===== config.mk =====
export PLATFORM = sky130hd
export DESIGN_NAME = gpu_write_arbiter_flat
export DESIGN_NICKNAME = d
export VERILOG_FILES = /design/src/rtl/gpu_write_arbiter_if.sv /design/src/rtl/gpu_write_arbiter.sv /design/src/flat_wrapper.sv
export SDC_FILE = /design/constraint.sdc
export NUM_CORES = 1
export LEC_CHECK = 0
export BUFFER_PORTS_ARGS = -buffer_cell sky130_fd_sc_hd__buf_4
export CORE_MARGIN = 2
export CORE_UTILIZATION = 45
export CTS_CLUSTER_DIAMETER = 30
export DETAILED_ROUTE_END_ITERATION = 7
export PLACE_DENSITY_LB_ADDON = 0.15
export SETUP_SLACK_MARGIN = 0.1
export SYNTH_ARGS = -nofsm -noshare
export SYNTH_HDL_FRONTEND = slang
export SYNTH_SLANG_ARGS = --single-unit

===== constraint.sdc =====
create_clock -name clk_clk -period 4 [get_ports clk_clk]
set_clock_uncertainty 0.15 [all_clocks]
set_input_delay 0.4 -clock clk_clk [delete_from_list [all_inputs] [get_ports clk_clk]]
set_output_delay 0.4 -clock clk_clk [all_outputs]
set_load 0.1 [all_outputs]

===== src/rtl/gpu_write_arbiter_if.sv =====
// Bundles the two requester ports, the graphics-processor FIFO handshake
// and the status flag of gpu_write_arbiter into one connection.
// master: the side that drives requests and FIFO status (system / bench).
// slave : the arbiter itself.
interface gpu_write_arbiter_if;
  // Requester 0: game-logic instruction words
  logic        req0_valid;
  logic [31:0] req0_data_a;
  logic [31:0] req0_data_b;
  logic        req0_ready;
  // Requester 1: frame-synchronous commands
  logic        req1_valid;
  logic [31:0] req1_data_a;
  logic [31:0] req1_data_b;
  logic        req1_ready;
  // Graphics-processor side
  logic        screen_export;
  logic        wrfull_export;
  logic [31:0] data_a_export;
  logic [31:0] data_b_export;
  logic        wrreg_export;
  // Status
  logic        busy;

  modport master (
    output req0_valid, req0_data_a, req0_data_b,
    output req1_valid, req1_data_a, req1_data_b,
    output screen_export, wrfull_export,
    input  req0_ready, req1_ready,
    input  data_a_export, data_b_export, wrreg_export, busy
  );

  modport slave (
    input  req0_valid, req0_data_a, req0_data_b,
    input  req1_valid, req1_data_a, req1_data_b,
    input  screen_export, wrfull_export,
    output req0_ready, req1_ready,
    output data_a_export, data_b_export, wrreg_export, busy
  );
endinterface


===== src/rtl/gpu_write_arbiter.sv =====
// gpu_write_arbiter: merges two instruction sources into the graphics
// processor's instruction FIFO. One instruction at a time is latched, held
// on the data lines for SETTLE_CYCLES cycles (longer while the FIFO is
// full), written with a single-cycle strobe, then held for one more cycle.
// Requester 1 only competes while the end-of-frame flag is high.
module gpu_write_arbiter #(
  parameter int unsigned SETTLE_CYCLES = 1,   // 1..15
  parameter bit          FIXED_PRIO    = 1'b0 // 1: requester 0 always wins
) (
  input logic              clk_clk,
  input logic              reset_reset_n,
  gpu_write_arbiter_if.slave bus
);

  typedef enum logic [1:0] {
    ST_IDLE   = 2'd0,
    ST_SETUP  = 2'd1,
    ST_STROBE = 2'd2,
    ST_HOLD   = 2'd3
  } state_e;

  // Counter value on the last settle cycle
  localparam logic [3:0] SETTLE_LAST = 4'(SETTLE_CYCLES - 1);

  state_e      state_q, state_d;
  logic [3:0]  cnt_q, cnt_d;
  logic        last_q, last_d;      // requester granted by the last transfer
  logic [31:0] data_a_q, data_a_d;
  logic [31:0] data_b_q, data_b_d;
  logic        wrreg_q, wrreg_d;

  logic        elig0_s, elig1_s;
  logic        grant0_s, grant1_s;
  logic        rdy0_s, rdy1_s;

  // Eligibility, arbitration and the combinational ready outputs
  always_comb begin
    elig0_s = bus.req0_valid;
    elig1_s = bus.req1_valid & bus.screen_export;
    if (FIXED_PRIO) begin
      grant0_s = elig0_s;
      grant1_s = elig1_s & ~elig0_s;
    end else begin
      // On a tie the requester that did not win last time is served
      grant0_s = elig0_s & (~elig1_s | last_q);
      grant1_s = elig1_s & (~elig0_s | ~last_q);
    end
    // Ready is only offered from IDLE and never while reset is held
    rdy0_s = reset_reset_n & (state_q == ST_IDLE) & grant0_s;
    rdy1_s = reset_reset_n & (state_q == ST_IDLE) & grant1_s;
  end

  // Next-state logic: accept, settle, strobe once, hold, release
  always_comb begin
    state_d  = state_q;
    cnt_d    = cnt_q;
    last_d   = last_q;
    data_a_d = data_a_q;
    data_b_d = data_b_q;
    wrreg_d  = 1'b0;
    case (state_q)
      ST_IDLE: begin
        // rdy implies valid, so ready high is the transfer itself
        if (rdy0_s) begin
          data_a_d = bus.req0_data_a;
          data_b_d = bus.req0_data_b;
          last_d   = 1'b0;
          cnt_d    = 4'd0;
          state_d  = ST_SETUP;
        end else if (rdy1_s) begin
          data_a_d = bus.req1_data_a;
          data_b_d = bus.req1_data_b;
          last_d   = 1'b1;
          cnt_d    = 4'd0;
          state_d  = ST_SETUP;
        end else begin
          state_d = ST_IDLE;
        end
      end
      ST_SETUP: begin
        if (cnt_q == SETTLE_LAST) begin
          // Counter stays saturated while the FIFO reports full
          if (!bus.wrfull_export) begin
            state_d = ST_STROBE;
            wrreg_d = 1'b1;
          end else begin
            state_d = ST_SETUP;
          end
        end else begin
          cnt_d = cnt_q + 4'd1;
        end
      end
      ST_STROBE: begin
        // Write is committed; FIFO full is no longer looked at
        state_d = ST_HOLD;
      end
      ST_HOLD: begin
        state_d = ST_IDLE;
      end
      default: begin
        state_d = ST_IDLE;
      end
    endcase
  end

  // State and output registers with synchronous active-low reset
  always_ff @(posedge clk_clk) begin
    if (!reset_reset_n) begin
      state_q  <= ST_IDLE;
      cnt_q    <= 4'd0;
      last_q   <= 1'b1;   // requester 0 wins the first tie
      data_a_q <= 32'd0;
      data_b_q <= 32'd0;
      wrreg_q  <= 1'b0;
    end else begin
      state_q  <= state_d;
      cnt_q    <= cnt_d;
      last_q   <= last_d;
      data_a_q <= data_a_d;
      data_b_q <= data_b_d;
      wrreg_q  <= wrreg_d;
    end
  end

  assign bus.req0_ready    = rdy0_s;
  assign bus.req1_ready    = rdy1_s;
  assign bus.data_a_export = data_a_q;
  assign bus.data_b_export = data_b_q;
  assign bus.wrreg_export  = wrreg_q;
  assign bus.busy          = reset_reset_n & (state_q != ST_IDLE);

endmodule


===== src/flat_wrapper.sv =====
// flat-port wrapper written by rule: the top's interface ports become plain ports
module gpu_write_arbiter_flat 
#(
  parameter int unsigned SETTLE_CYCLES = 1,           
  parameter bit          FIXED_PRIO    = 1'b0                              
)
  (clk_clk, reset_reset_n, bus_req0_valid, bus_req0_data_a, bus_req0_data_b, bus_req1_valid, bus_req1_data_a, bus_req1_data_b, bus_screen_export, bus_wrfull_export, bus_req0_ready, bus_req1_ready, bus_data_a_export, bus_data_b_export, bus_wrreg_export, bus_busy);
  gpu_write_arbiter_if bus_i ();
  input logic clk_clk;
  input logic reset_reset_n;
  input wire logic [$bits(bus_i.req0_valid)-1:0] bus_req0_valid;
  input wire logic [$bits(bus_i.req0_data_a)-1:0] bus_req0_data_a;
  input wire logic [$bits(bus_i.req0_data_b)-1:0] bus_req0_data_b;
  input wire logic [$bits(bus_i.req1_valid)-1:0] bus_req1_valid;
  input wire logic [$bits(bus_i.req1_data_a)-1:0] bus_req1_data_a;
  input wire logic [$bits(bus_i.req1_data_b)-1:0] bus_req1_data_b;
  input wire logic [$bits(bus_i.screen_export)-1:0] bus_screen_export;
  input wire logic [$bits(bus_i.wrfull_export)-1:0] bus_wrfull_export;
  output wire logic [$bits(bus_i.req0_ready)-1:0] bus_req0_ready;
  output wire logic [$bits(bus_i.req1_ready)-1:0] bus_req1_ready;
  output wire logic [$bits(bus_i.data_a_export)-1:0] bus_data_a_export;
  output wire logic [$bits(bus_i.data_b_export)-1:0] bus_data_b_export;
  output wire logic [$bits(bus_i.wrreg_export)-1:0] bus_wrreg_export;
  output wire logic [$bits(bus_i.busy)-1:0] bus_busy;
  assign bus_i.req0_valid = bus_req0_valid;
  assign bus_i.req0_data_a = bus_req0_data_a;
  assign bus_i.req0_data_b = bus_req0_data_b;
  assign bus_i.req1_valid = bus_req1_valid;
  assign bus_i.req1_data_a = bus_req1_data_a;
  assign bus_i.req1_data_b = bus_req1_data_b;
  assign bus_i.screen_export = bus_screen_export;
  assign bus_i.wrfull_export = bus_wrfull_export;
  assign bus_req0_ready = bus_i.req0_ready;
  assign bus_req1_ready = bus_i.req1_ready;
  assign bus_data_a_export = bus_i.data_a_export;
  assign bus_data_b_export = bus_i.data_b_export;
  assign bus_wrreg_export = bus_i.wrreg_export;
  assign bus_busy = bus_i.busy;
  gpu_write_arbiter #(.SETTLE_CYCLES(SETTLE_CYCLES), .FIXED_PRIO(FIXED_PRIO)) u_core (.clk_clk(clk_clk), .reset_reset_n(reset_reset_n), .bus(bus_i));
endmodule

Word level (Yosys, flattened, before mapping):

Cells that the tools add are included.

* input bits: 134
* word-level logic and storage cells: 49
* register bits: 72
* output and inout port bits: 68

* equal/unequal tests: 6
* bitwise logic cells: 12
* reduce and logical (&&, ||, !) cells: 8
* multiplexer cells: 16
* add/sub/neg operators: 1

Operators by type and width (number)
* 32-bit two-way mux: 4
* 4-bit two-way mux: 3
* 2-bit case mux with 4 select lines: 1
* 4-bit case mux with 2 select lines: 1
* 1-bit AND: 7
* 2-bit two-way mux: 3
* 3-bit AND reduction: 2
* 2-bit nonzero test: 3
* 4-bit by 1-bit adder with 4-bit output (second input constant): 1
* 2-bit == test (second input constant): 2
* 4-bit zero test: 1
* 1-bit two-way mux: 4
* 3-bit inequality test (second input constant): 1
* 1-bit NOT: 3
* 2-bit by 1-bit == test with 1-bit output (second input constant): 1
* 2-bit zero test: 1
* 2-bit by 1-bit inequality test with 1-bit output (second input constant): 1
* 2-bit inequality test (second input constant): 1
* 1-bit bitwise OR: 2
* 2-bit AND reduction: 1

Longest topological paths before layout:

* depth in word-level cells: 7
* depth in mapped cells: 6

Worst setup path after synthesis:

No wires, ideal clock.

* kind: reg-to-output
* from: reg (tool-made name)
* to: out bus_req1_ready
* buffers on the path: 1
* stages on the path, launching flop included: 4
* path slack: 0.696 ns
* data required time: 3.450 ns
* arrival: 2.754 ns
* cell sequence: dfxtp_1 or2_1 clkbuf_1 a2111oi_2

RTL lines
* end, declared: RTL line flat_wrapper.sv:20 `output wire logic [$bits(bus_i.req1_ready)-1:0] bus_req1_ready;`

==> results.sh <==
export IMPL_first_pass_iters=7
export IMPL_max_stage_delay_ns=0.40
export IMPL_worst_slack_ns=1.60
export IMPL_root_buffer="clkbuf_8"
export IMPL_setup_viol=0
export IMPL_critPathKind="flop to output port"
export IMPL_routed_via_density=6.16
export IMPL_cts_sinks=72
export IMPL_clockBufferDepth=2
export IMPL_dieArea_um2=8880
export IMPL_fin_util=0.673
export IMPL_clock_fmax_mhz=417
export IMPL_fin_crit_ns=2.40
export IMPL_antenna_cells=0
export IMPL_p_leak_nw=2.28
export IMPL_r2r_end="u_core.bus.data_b_export[11]"
export IMPL_reg2reg_depth=4
export IMPL_yosysUniqueCellTypes=38
export IMPL_tightest_slew_ns=1.02
export IMPL_ys_seq_area_frac=0.393
export IMPL_grt_first_pass_wirelength_um=19600
export IMPL_nets=735
export IMPL_maxCapViolations=0
export IMPL_numCtsBuffers=9
export IMPL_htree_levels=3
export IMPL_slew_headroom=0.318
export IMPL_chipWidth_um=94.2
export IMPL_place_hpwl_um=8450
export IMPL_power_density_nw_per_um2=543
export IMPL_setup_tns_ns=0
export IMPL_dp_cells=690
export IMPL_drive_gt1_frac=0.385
export IMPL_hold_buffers=0
export IMPL_end_kind="output port"
export IMPL_remaining_drc_errors=0
export IMPL_dp_slack_ns=1.59
export IMPL_synthFlopType="dfxtp_1"
export IMPL_overflow=0
export IMPL_routed_wl_um=12600
export IMPL_ant_nets=0
export IMPL_final_common_cell="buf_4"
export IMPL_power_mw=2.85
export IMPL_endpoint="bus_req1_ready"
export IMPL_stdcell_count=704
export IMPL_critPathTopFamily="simple AND/OR/NAND/NOR gates"
export IMPL_cp_num_buf_inv=1
export IMPL_synth_area_um2=3660
export IMPL_io_pins=202
export IMPL_ys_ff_latch=72
export IMPL_crit_cells=3
export IMPL_ys_async_sr_fraction=0
export IMPL_synth_nets=571
export IMPL_grt_use_total=0.276
export IMPL_critPathMaxFanout=11
export IMPL_start_util=0.469
export IMPL_cts_setup_buffers=0
export IMPL_antenna_found_initial=0
export IMPL_drt_iter0_drc=232
export IMPL_place_gp_congestion=0.789
export IMPL_path_cells="or2_1 -> a2111oi_2 -> buf_4"
export IMPL_syn2layout_area_growth_pct=43.3
export IMPL_num_rows=32
export IMPL_die_h_um=94.2
export IMPL_required_ns=3.45
export IMPL_hold_viol=0
export IMPL_cp_data_arrival_time_ns=1.85
export IMPL_yosysWarnings=0
export IMPL_clock_latency_ns=0.33
export IMPL_synth_area_per_cell_um2=8.42
export IMPL_crit_path_top_delay_cell="or2_1"
export IMPL_cts_tree="built"
export IMPL_core_um2=7810
export IMPL_routedWlPerCell_um=18.0
export IMPL_rsz0062_at_grt="false"
export IMPL_cts_resized=0
export IMPL_grt_max_degree=65
export IMPL_cp_start_kind="flop"
export IMPL_peakVddDrop_uv=263
export IMPL_final_cell_mix="buf_4, dfxtp_1, a22oi_1, nand3_1, a31oi_1"
export IMPL_fin_crit_sh=0.599
export IMPL_path_clk_slew_ns=0.07
export IMPL_vias=4335
export IMPL_slew_viol_final=0
export IMPL_grt_pass1_vias=4028
export IMPL_regToRegSetupSlack_ns=1.78
export IMPL_port_buffers=201
export IMPL_synth_edf_count=0
export IMPL_synthCells=435
export IMPL_status="finished clean"
export IMPL_worst_hold_path_type="input pin to flop"
[worst min-delay path, stage by stage]
cell     delay, ns
buf_4         0.11
nand3_1       0.05
a31oi_1       0.07
[per-stage QoR]
| step | hold WS (ns) | cell area [µm²] |
|---|---|---|
| 2_1_floorplan | 0.295 | 3660 |
| 3_3_place_gp | 0.309 | 5080 |
| 3_5_place_dp | 0.332 | 5080 |
| 4_1_cts | 0.180 | 5250 |
| 5_1_grt | 0.178 | 5250 |
| 6_report | 0.193 | 5250 |
[layout make-up]
cell class,instances,area [µm²]
clock buffers,14,173
multi-input cells,299,1890
well taps,102,128
flip-flops and latches,72,1440
fillers,679,2550
inverters,5,18.8
repair buffers,212,1600
[worst min path at each step]
stage          cells past startpoint                 from  slack [ns]                            to
2_1_floorplan                      2      u_core.cnt_q[3]        0.30               u_core.cnt_q[3]
3_3_place_gp                       2      u_core.cnt_q[3]        0.31               u_core.cnt_q[3]
3_5_place_dp                       2      u_core.cnt_q[3]        0.33               u_core.cnt_q[3]
4_1_cts                            3   bus_req0_data_a[9]        0.18   u_core.bus.data_a_export[9]
5_1_grt                            3  bus_req0_data_b[31]        0.18  u_core.bus.data_b_export[31]
6_report                           3   bus_req0_data_a[9]        0.19   u_core.bus.data_a_export[9]
[Yosys cell counts, types with 2 or more instances]
cell / n / area, µm²
a22oi_1: 65 / 488
nor2_1: 2 / 7.51
mux2i_1: 3 / 30.0
clkbuf_1: 19 / 71.3
nor2b_1: 3 / 18.8
inv_1: 5 / 18.8
dfxtp_1: 72 / 1440
a31oi_1: 64 / 400
buf_2: 23 / 115
ha_1: 2 / 25.0
nand2_1: 2 / 7.51
nand3_1: 64 / 320
buf_6: 6 / 67.6
buf_4: 11 / 82.6
o21ai_0: 62 / 310
and3_1: 2 / 12.5
o21ai_1: 4 / 20.0
o211ai_1: 6 / 45.0
[power breakdown]
part	switching, mW	internal [mW]
clock	0.254	0.271
sequential	0.0686	0.832
combinational	1.08	0.347
total	1.41	1.45
[per-layer routing]
layer / GRT usage / up-vias / part of all wire
li1: - / 2021 / -
met1: 0.349 / 2037 / 0.39
met2: 0.436 / 256 / 0.48
met3: 0.0803 / 21 / 0.11
met4: 0.117 / 0 / 0.022
met5: 0 / - / 0
[state kept, by name, summed over array words and instances (netlist names), named ones only]
name                      cells
u_core.state_q                1
u_core.bus.data_b_export     32
u_core.cnt_q                  4
u_core.last_q                 1
u_core.bus.data_a_export     32
u_core.bus.wrreg_export       1
[cells by family after synthesis]
kind of cell / after synthesis / synth area share
adders and majority gates: 2 / 0.00683
and+or+nand+nor: 85 / 0.130
buffers and inverters: 64 / 0.0970
muxes: 3 / 0.00819
DFF: 72 / 0.393
AOI/OAI and AO/OA: 209 / 0.364
No activity file was read; power rests on OpenSTA's default activity.
